--- config.mk ---
export PLATFORM = sky130hd
export DESIGN_NAME = ysyx_041461_pipe_skid_reg
export DESIGN_NICKNAME = d
export VERILOG_FILES = /design/src/rtl/ysyx_041461_pipe_skid_reg.sv
export SDC_FILE = /design/constraint.sdc
export NUM_CORES = 1
export LEC_CHECK = 0
export CORE_UTILIZATION = 45
export DETAILED_ROUTE_END_ITERATION = 7
export GPL_TIMING_DRIVEN = 0
export PLACE_DENSITY = 0.87
export SLEW_MARGIN = 25
export SYNTH_ARGS = -nofsm -noshare
export SYNTH_HDL_FRONTEND = slang
export SYNTH_SLANG_ARGS = --single-unit
--- constraint.sdc ---
create_clock -name clk -period 4.4 [get_ports clk]
set_input_delay 0.66 -clock clk [delete_from_list [all_inputs] [get_ports clk]]
set_output_delay 0.66 -clock clk [all_outputs]
set_load 0.05 [all_outputs]
--- src/rtl/ysyx_041461_pipe_skid_reg.sv ---
// Pipeline stage register with a valid/ready handshake and a synchronous flush.
//
// SKID=1: two-entry skid buffer. in_ready comes straight from the state flops, so
//         downstream back-pressure never reaches upstream through combinational logic.
// SKID=0: single-entry register. in_ready = ~out_valid | out_ready (pass-through).
//
// Ports:
//   clk       - clock; all state changes happen on the rising edge
//   rst       - asynchronous active-high reset
//   flush     - drops every held beat and any same-cycle incoming beat
//   in_valid  - upstream beat valid
//   in_ready  - stage can accept a beat
//   in_data   - upstream payload
//   out_valid - stage holds a valid beat
//   out_ready - downstream accepts the beat
//   out_data  - payload of the oldest held beat
//   occ       - number of held beats (0..2, at most 1 when SKID=0)
module ysyx_041461_pipe_skid_reg #(
  parameter int unsigned       DATA_W    = 64,
  parameter logic [DATA_W-1:0] RESET_VAL = '0,
  parameter bit                SKID      = 1'b1
) (
  input  logic              clk,
  input  logic              rst,
  input  logic              flush,
  input  logic              in_valid,
  output logic              in_ready,
  input  logic [DATA_W-1:0] in_data,
  output logic              out_valid,
  input  logic              out_ready,
  output logic [DATA_W-1:0] out_data,
  output logic [1:0]        occ
);

  // Encoding equals the beat count, so occ is a direct copy of the state.
  typedef enum logic [1:0] {
    StEmpty = 2'd0,
    StOne   = 2'd1,
    StFull  = 2'd2
  } state_e;

  state_e            state_q, state_d;
  logic [DATA_W-1:0] main_q, main_d;
  logic [DATA_W-1:0] skid_q, skid_d;
  logic              in_fire, out_fire;

  assign out_valid = (state_q != StEmpty);
  assign out_data  = main_q;
  assign occ       = state_q;

  if (SKID) begin : g_skid
    assign in_ready = (state_q != StFull);
  end else begin : g_pass
    assign in_ready = (state_q == StEmpty) | out_ready;
  end

  assign in_fire  = in_valid & in_ready & ~flush;
  assign out_fire = out_valid & out_ready;

  always_comb begin
    state_d = state_q;
    main_d  = main_q;
    skid_d  = skid_q;

    if (SKID) begin
      unique case (state_q)
        StEmpty: begin
          if (in_fire) begin
            state_d = StOne;
            main_d  = in_data;
          end
        end
        StOne: begin
          if (in_fire && out_fire) begin
            main_d = in_data;
          end else if (in_fire) begin
            state_d = StFull;
            skid_d  = in_data;
          end else if (out_fire) begin
            state_d = StEmpty;
          end
        end
        StFull: begin
          // in_ready is low here, so only the drain can happen.
          if (out_fire) begin
            state_d = StOne;
            main_d  = skid_q;
          end
        end
        default: state_d = StEmpty;
      endcase
    end else begin
      if (in_fire) begin
        state_d = StOne;
        main_d  = in_data;
      end else if (out_fire) begin
        state_d = StEmpty;
      end
    end

    // Flush only kills the valid state; payload registers keep their contents.
    if (flush) begin
      state_d = StEmpty;
      main_d  = main_q;
      skid_d  = skid_q;
    end
  end

  always_ff @(posedge clk or posedge rst) begin
    if (rst) begin
      state_q <= StEmpty;
      main_q  <= RESET_VAL;
      skid_q  <= RESET_VAL;
    end else begin
      state_q <= state_d;
      main_q  <= main_d;
      skid_q  <= skid_d;
    end
  end

endmodule

=== Word level (Yosys, flattened, before mapping) ===
Cells that the tools add are included.

* Input bits: 69
* Bits in registers: 130

* Multiplexer cells: 11
* Bitwise operators: 5
* Reductions and logical operators: 7
* Equal/unequal tests: 10

{| class="wikitable"
|+ Operators with widths
! kind !! number
|-
| $mux 64 || 3
|-
| $pmux 64 s3 || 1
|-
| $mux 2 || 6
|-
| $ne 3x3->1 const B || 3
|-
| $ne 2x2->1 const B || 4
|-
| $reduce_and 4->1 || 2
|-
| $pmux 2 s3 || 1
|-
| $reduce_and 5->1 || 1
|-
| $ne 4x4->1 const B || 1
|-
| $and 1x1->1 || 3
|-
| $reduce_bool 3->1 || 1
|-
| $eq 2x1->1 const B || 1
|-
| $eq 2x2->1 const B || 1
|-
| $logic_not 2->1 || 1
|-
| $not 1->1 || 2
|-
| $reduce_bool 2->1 || 1
|-
| $logic_and 1x1->1 || 1
|}

=== Logic depth before layout (Yosys ltp) ===
* Depth after elaboration: 7
* Depth in mapped cells: 6

=== Worst setup path after synthesis ===
Ideal clock, no wire load.

* Kind: reg2reg
* From: reg state_q[1], in the netlist occ[1]
* To: reg main_q[54], in the netlist out_data[54]
* Library setup time: 0.125 ns
* Data arrival time: 2.078 ns
* Clock period less this slack: 2.203 ns
* Data required time: 4.275 ns
* Path slack: 2.197 ns
* Stages on the path, launching flop included: 7
* Buffers on the path: 2
* Path through: dfrtp_1 nor2b_1 buf_2 inv_1 buf_2 mux2_2 mux2_2

* Cells in the longest elaborated chain, start to end: 6
* Elaborated cells between the ends (all ways): 15

{| class="wikitable"
|+ Ends and longest elaborated chain
! item !! line !! RTL
|-
| from (decl) || 42 || <nowiki>state_e state_q, state_d;</nowiki>
|-
| from (signal assigned) || 111 || <nowiki>state_q <= StEmpty;</nowiki>
|-
| from (signal assigned) || 115 || <nowiki>state_q <= state_d;</nowiki>
|-
| $ne 2x2->1 (*) || 52 || <nowiki>assign in_ready = (state_q != StFull);</nowiki>
|-
| net in_ready || 27 || <nowiki>output logic in_ready,</nowiki>
|-
| $and 1x1->1 (*) (2 in a row) || 57 || <nowiki>assign in_fire = in_valid & in_ready & ~flush;</nowiki>
|-
| $logic_and 1x1->1 || 74 || <nowiki>if (in_fire && out_fire) begin</nowiki>
|-
| $ne 2x2->1 (no line) || -- ||
|-
| $reduce_and 5->1 (no line) (*) || -- ||
|-
| to (signal assigned) || 116 || <nowiki>main_q <= main_d;</nowiki>
|-
| to (decl) || 43 || <nowiki>logic [DATA_W-1:0] main_q, main_d;</nowiki>
|}

The timed path passes the listed nets; every way through them passes the cells marked *.
A chain may end at the register's enable or synchronous reset.

=== Worst setup path in the final report ===
* From: reg state_q[1], in the netlist occ[1]
* To: out in_ready

* Cells in the longest elaborated chain, start to end: 1

{| class="wikitable"
|+ Ends and longest elaborated chain
! item !! line
|-
| $ne 2x2->1 || 52
|-
| to (decl) || 27
|}

Every way passes these cells.

==> flow_summary.yaml <==
status:
  status: "finished, final reports clean"
logic_synthesis:
  syn_area_sq_um: 5620
  yosys-top-cells-count: "187 x mux2_2, 130 x dfrtp_1, 15 x buf_2"
  ys_top_cells_by_area: "dfrtp_1 58%, mux2_2 37%, buf_2 1.3%"
  synthCells: 357
  yosysSeqAreaShare_pct: 57.9
  synth.avg_cell_area_sq_um: 15.8
  synth_edf_count: 0
  syn_nets: 426
  ys_types: 18
  synth-seq-cells: 130
  ys_async_sr_fraction_pct: 100
  synth_top_area_cell: "dfrtp_1"
  yosysMostFrequentCell: "mux2_2"
  yosysWarnings: 0
  synth_ff_type: "dfrtp_1"
  synth_top_area_share_pct: 57.9
power:
  p_switching_uw: 1330
  intPower_uw: 2940
  p_seq_share_pct: 38.5
  vdd_drop_max_mv: 0.356
  p_sw_share_pct: 31.2
  p_per_area_nw_per_um2: 546
  combPwrFrac_pct: 28.7
  leakage_uw: 0.00329
  clockPowerShare_pct: 32.9
critical_path:
  reg2regPathDepth: 5
  crit_arrival_ns: 2.52
  end_kind: "output pin"
  rrSetupSlack_ns: 2.25
  crit_chain: "nor2b_1 > buf_2 > inv_1 > buf_2 > clkdlybuf4s50_1"
  slowest_stage: "clkdlybuf4s50_1"
  reg2reg_from: "occ[1]"
  worstPathMaxFanout: 10
  r2r_end: "out_data[3]"
  slowest_delay_ns: 0.85
  crit_end: "in_ready"
  cp-start-kind: "flop"
  critical_path_required_ns: 3.74
  cpMostUsedCell: "buf_2"
  crit_start: "occ[1]"
  criticalPathCategory: "reg2out"
global_route:
  grt_pass1_vias: 3740
  overflow: 0
  antenna_found_initial: 0
  grt_max_degree: 73
  grt_util_all_layers_pct: 19.0
  grt_pass1_wl_um: 18700
cells_and_area:
  multi_input_area_sq_um: 2270
  seq_area_sq_um: 3250
  antenna_cells: 0
  drive_above_1_share_pct: 45.4
  syn_to_final_growth_pct: 39.3
  final-instance-count-excl-fill: 694
  stdcell_area_sq_um: 7830
  finalNetCount: 582
  fillers: 888
detailed_routing:
  vias: 3445
  routedWlPerCell_um: 16.6
  drt_wl_total_um: 11500
  drc: 0
  dr.pass1.iters: 4
  ant_nets: 0
  routed_via_density: 4.96
  first_iter_violations: 107
run:
  maxCapViolCount: 0
hold_path:
  min_path_cells: 1
  min_path_type: "reg2reg"
placement:
  dp_cells: 662
  post_dp_cell_area_sq_um: 7230
  io_buffers: 136
  gp_congestion: 0.729
  place_hpwl_um: 8010
floorplan:
  io_pins: 137
  initial_utilization_pct: 46.4
  num_rows: 40
  dieArea_sq_um: 12900
  die_width_um: 114
  die_h_um: 114
  core_area_sq_um: 12100
timing:
  finalClockSkew_ns: 0.00459
  whs_ns: 0.486
  slew_viol_final: 0
  worst_pin_slew_ns: 0.619
  layout_min_cycle_time_ns: 3.18
  fmax_mhz: 315
  rsz0062_at_grt: "false"
  relSlewSlack_pct: 58.7
  final-hold-violation-count: 0
  finalSetupViolations: 0
  final.period_utilization_pct: 72.2
cts:
  clock_latency_ns: 0.41
  cts_buffer_depth: 2
  path_clk_slew_ns: 0.05
  postCtsHoldBufs: 0
  clock_sinks: 130
  post_cts_resized: 0
  cts_tree: "done"
  clockRootBuffer: "clkbuf_16"
  htree_levels: 4
  post_cts_buffers: 0
  cts-buffers-inserted: 17
[how the worst min path moves through the flow]
stage	start	end
after floorplan	skid_q[0]	skid_q[0]
after global placement	out_data[31]	out_data[31]
after detailed placement	out_data[41]	out_data[41]
after CTS	out_data[41]	out_data[41]
after global routing	out_data[41]	out_data[41]
final	out_data[41]	out_data[41]
[layer usage]
metal	GRT usage (%)	routed length [um]	up-vias
li1	-	-	1596
met1	23.0	4940	1753
met2	31.7	5740	90
met3	6.80	731	6
met4	5.97	83	0
met5	0	0	-
[sequential cells by signal, summed over array words and instances, names as in the netlist]
name / cells
skid_q: 64
out_data: 64
occ: 2
[worst max-delay path: cells and delay by family (launching register included)]
kind / cells / cell delay (ns)
buffers and inverters: 4 / 1.49
DFF: 1 / 0.45
and+or+nand+nor: 1 / 0.16
[layout make-up]
class,count,share of cell area (%)
Buffer,20,1.20
Clock buffer,23,6.36
Clock inverter,9,1.31
Inverter,2,0.192
Multi-Input combinational cell,205,29.0
Sequential cell,130,41.5
Tap cell,168,2.68
Timing Repair Buffer,137,17.7
[per-stage QoR]
stage                     power (uW)  setup WS, ns  util, %  setup TNS (ns)
after global placement          2850         -1.42     59.4         -183.77
after CTS                       4320          1.15     64.6               0
after global routing            4460          1.10     64.6               0
after detailed placement        2900          1.54     59.7               0
after floorplan                 2450         0.271        -               0
final                           4280          1.22     64.6               0
[power groups by stage]
| stage | sequential, uW | clock, uW | combinational (uW) |
|---|---|---|---|
| 2_1_floorplan | 2080 | 0 | 369 |
| 3_3_place_gp | 1640 | 0 | 1210 |
| 3_5_place_dp | 1670 | 0 | 1240 |
| 4_1_cts | 1650 | 1430 | 1240 |
| 5_1_grt | 1680 | 1490 | 1290 |
| 6_report | 1640 | 1400 | 1230 |
[placed cells by master (no fill, tap or decap), types with 2 or more instances in the layout]
| cell | netlist | routed |
|---|---|---|
| dfrtp_1 | 130 | 130 |
| nand2_1 | 2 | 2 |
| buf_2 | 15 | 15 |
| clkinvlp_4 | 0 | 3 |
| clkbuf_16 | 0 | 17 |
| clkdlybuf4s50_1 | 0 | 136 |
| mux2_2 | 187 | 187 |
| clkinv_2 | 0 | 4 |
| clkbuf_1 | 5 | 6 |
| bufinv_16 | 0 | 2 |
| mux2_1 | 5 | 5 |
| clkbuf_8 | 0 | 5 |
[kinds of logic after synthesis]
kind of cell    share of synthesized area [%]
mux                                      38.6
flops                                    57.9
buf+inv                                  1.80
simple gates                            0.935
compound gates                          0.779
Power figures use the tool's default switching activity.
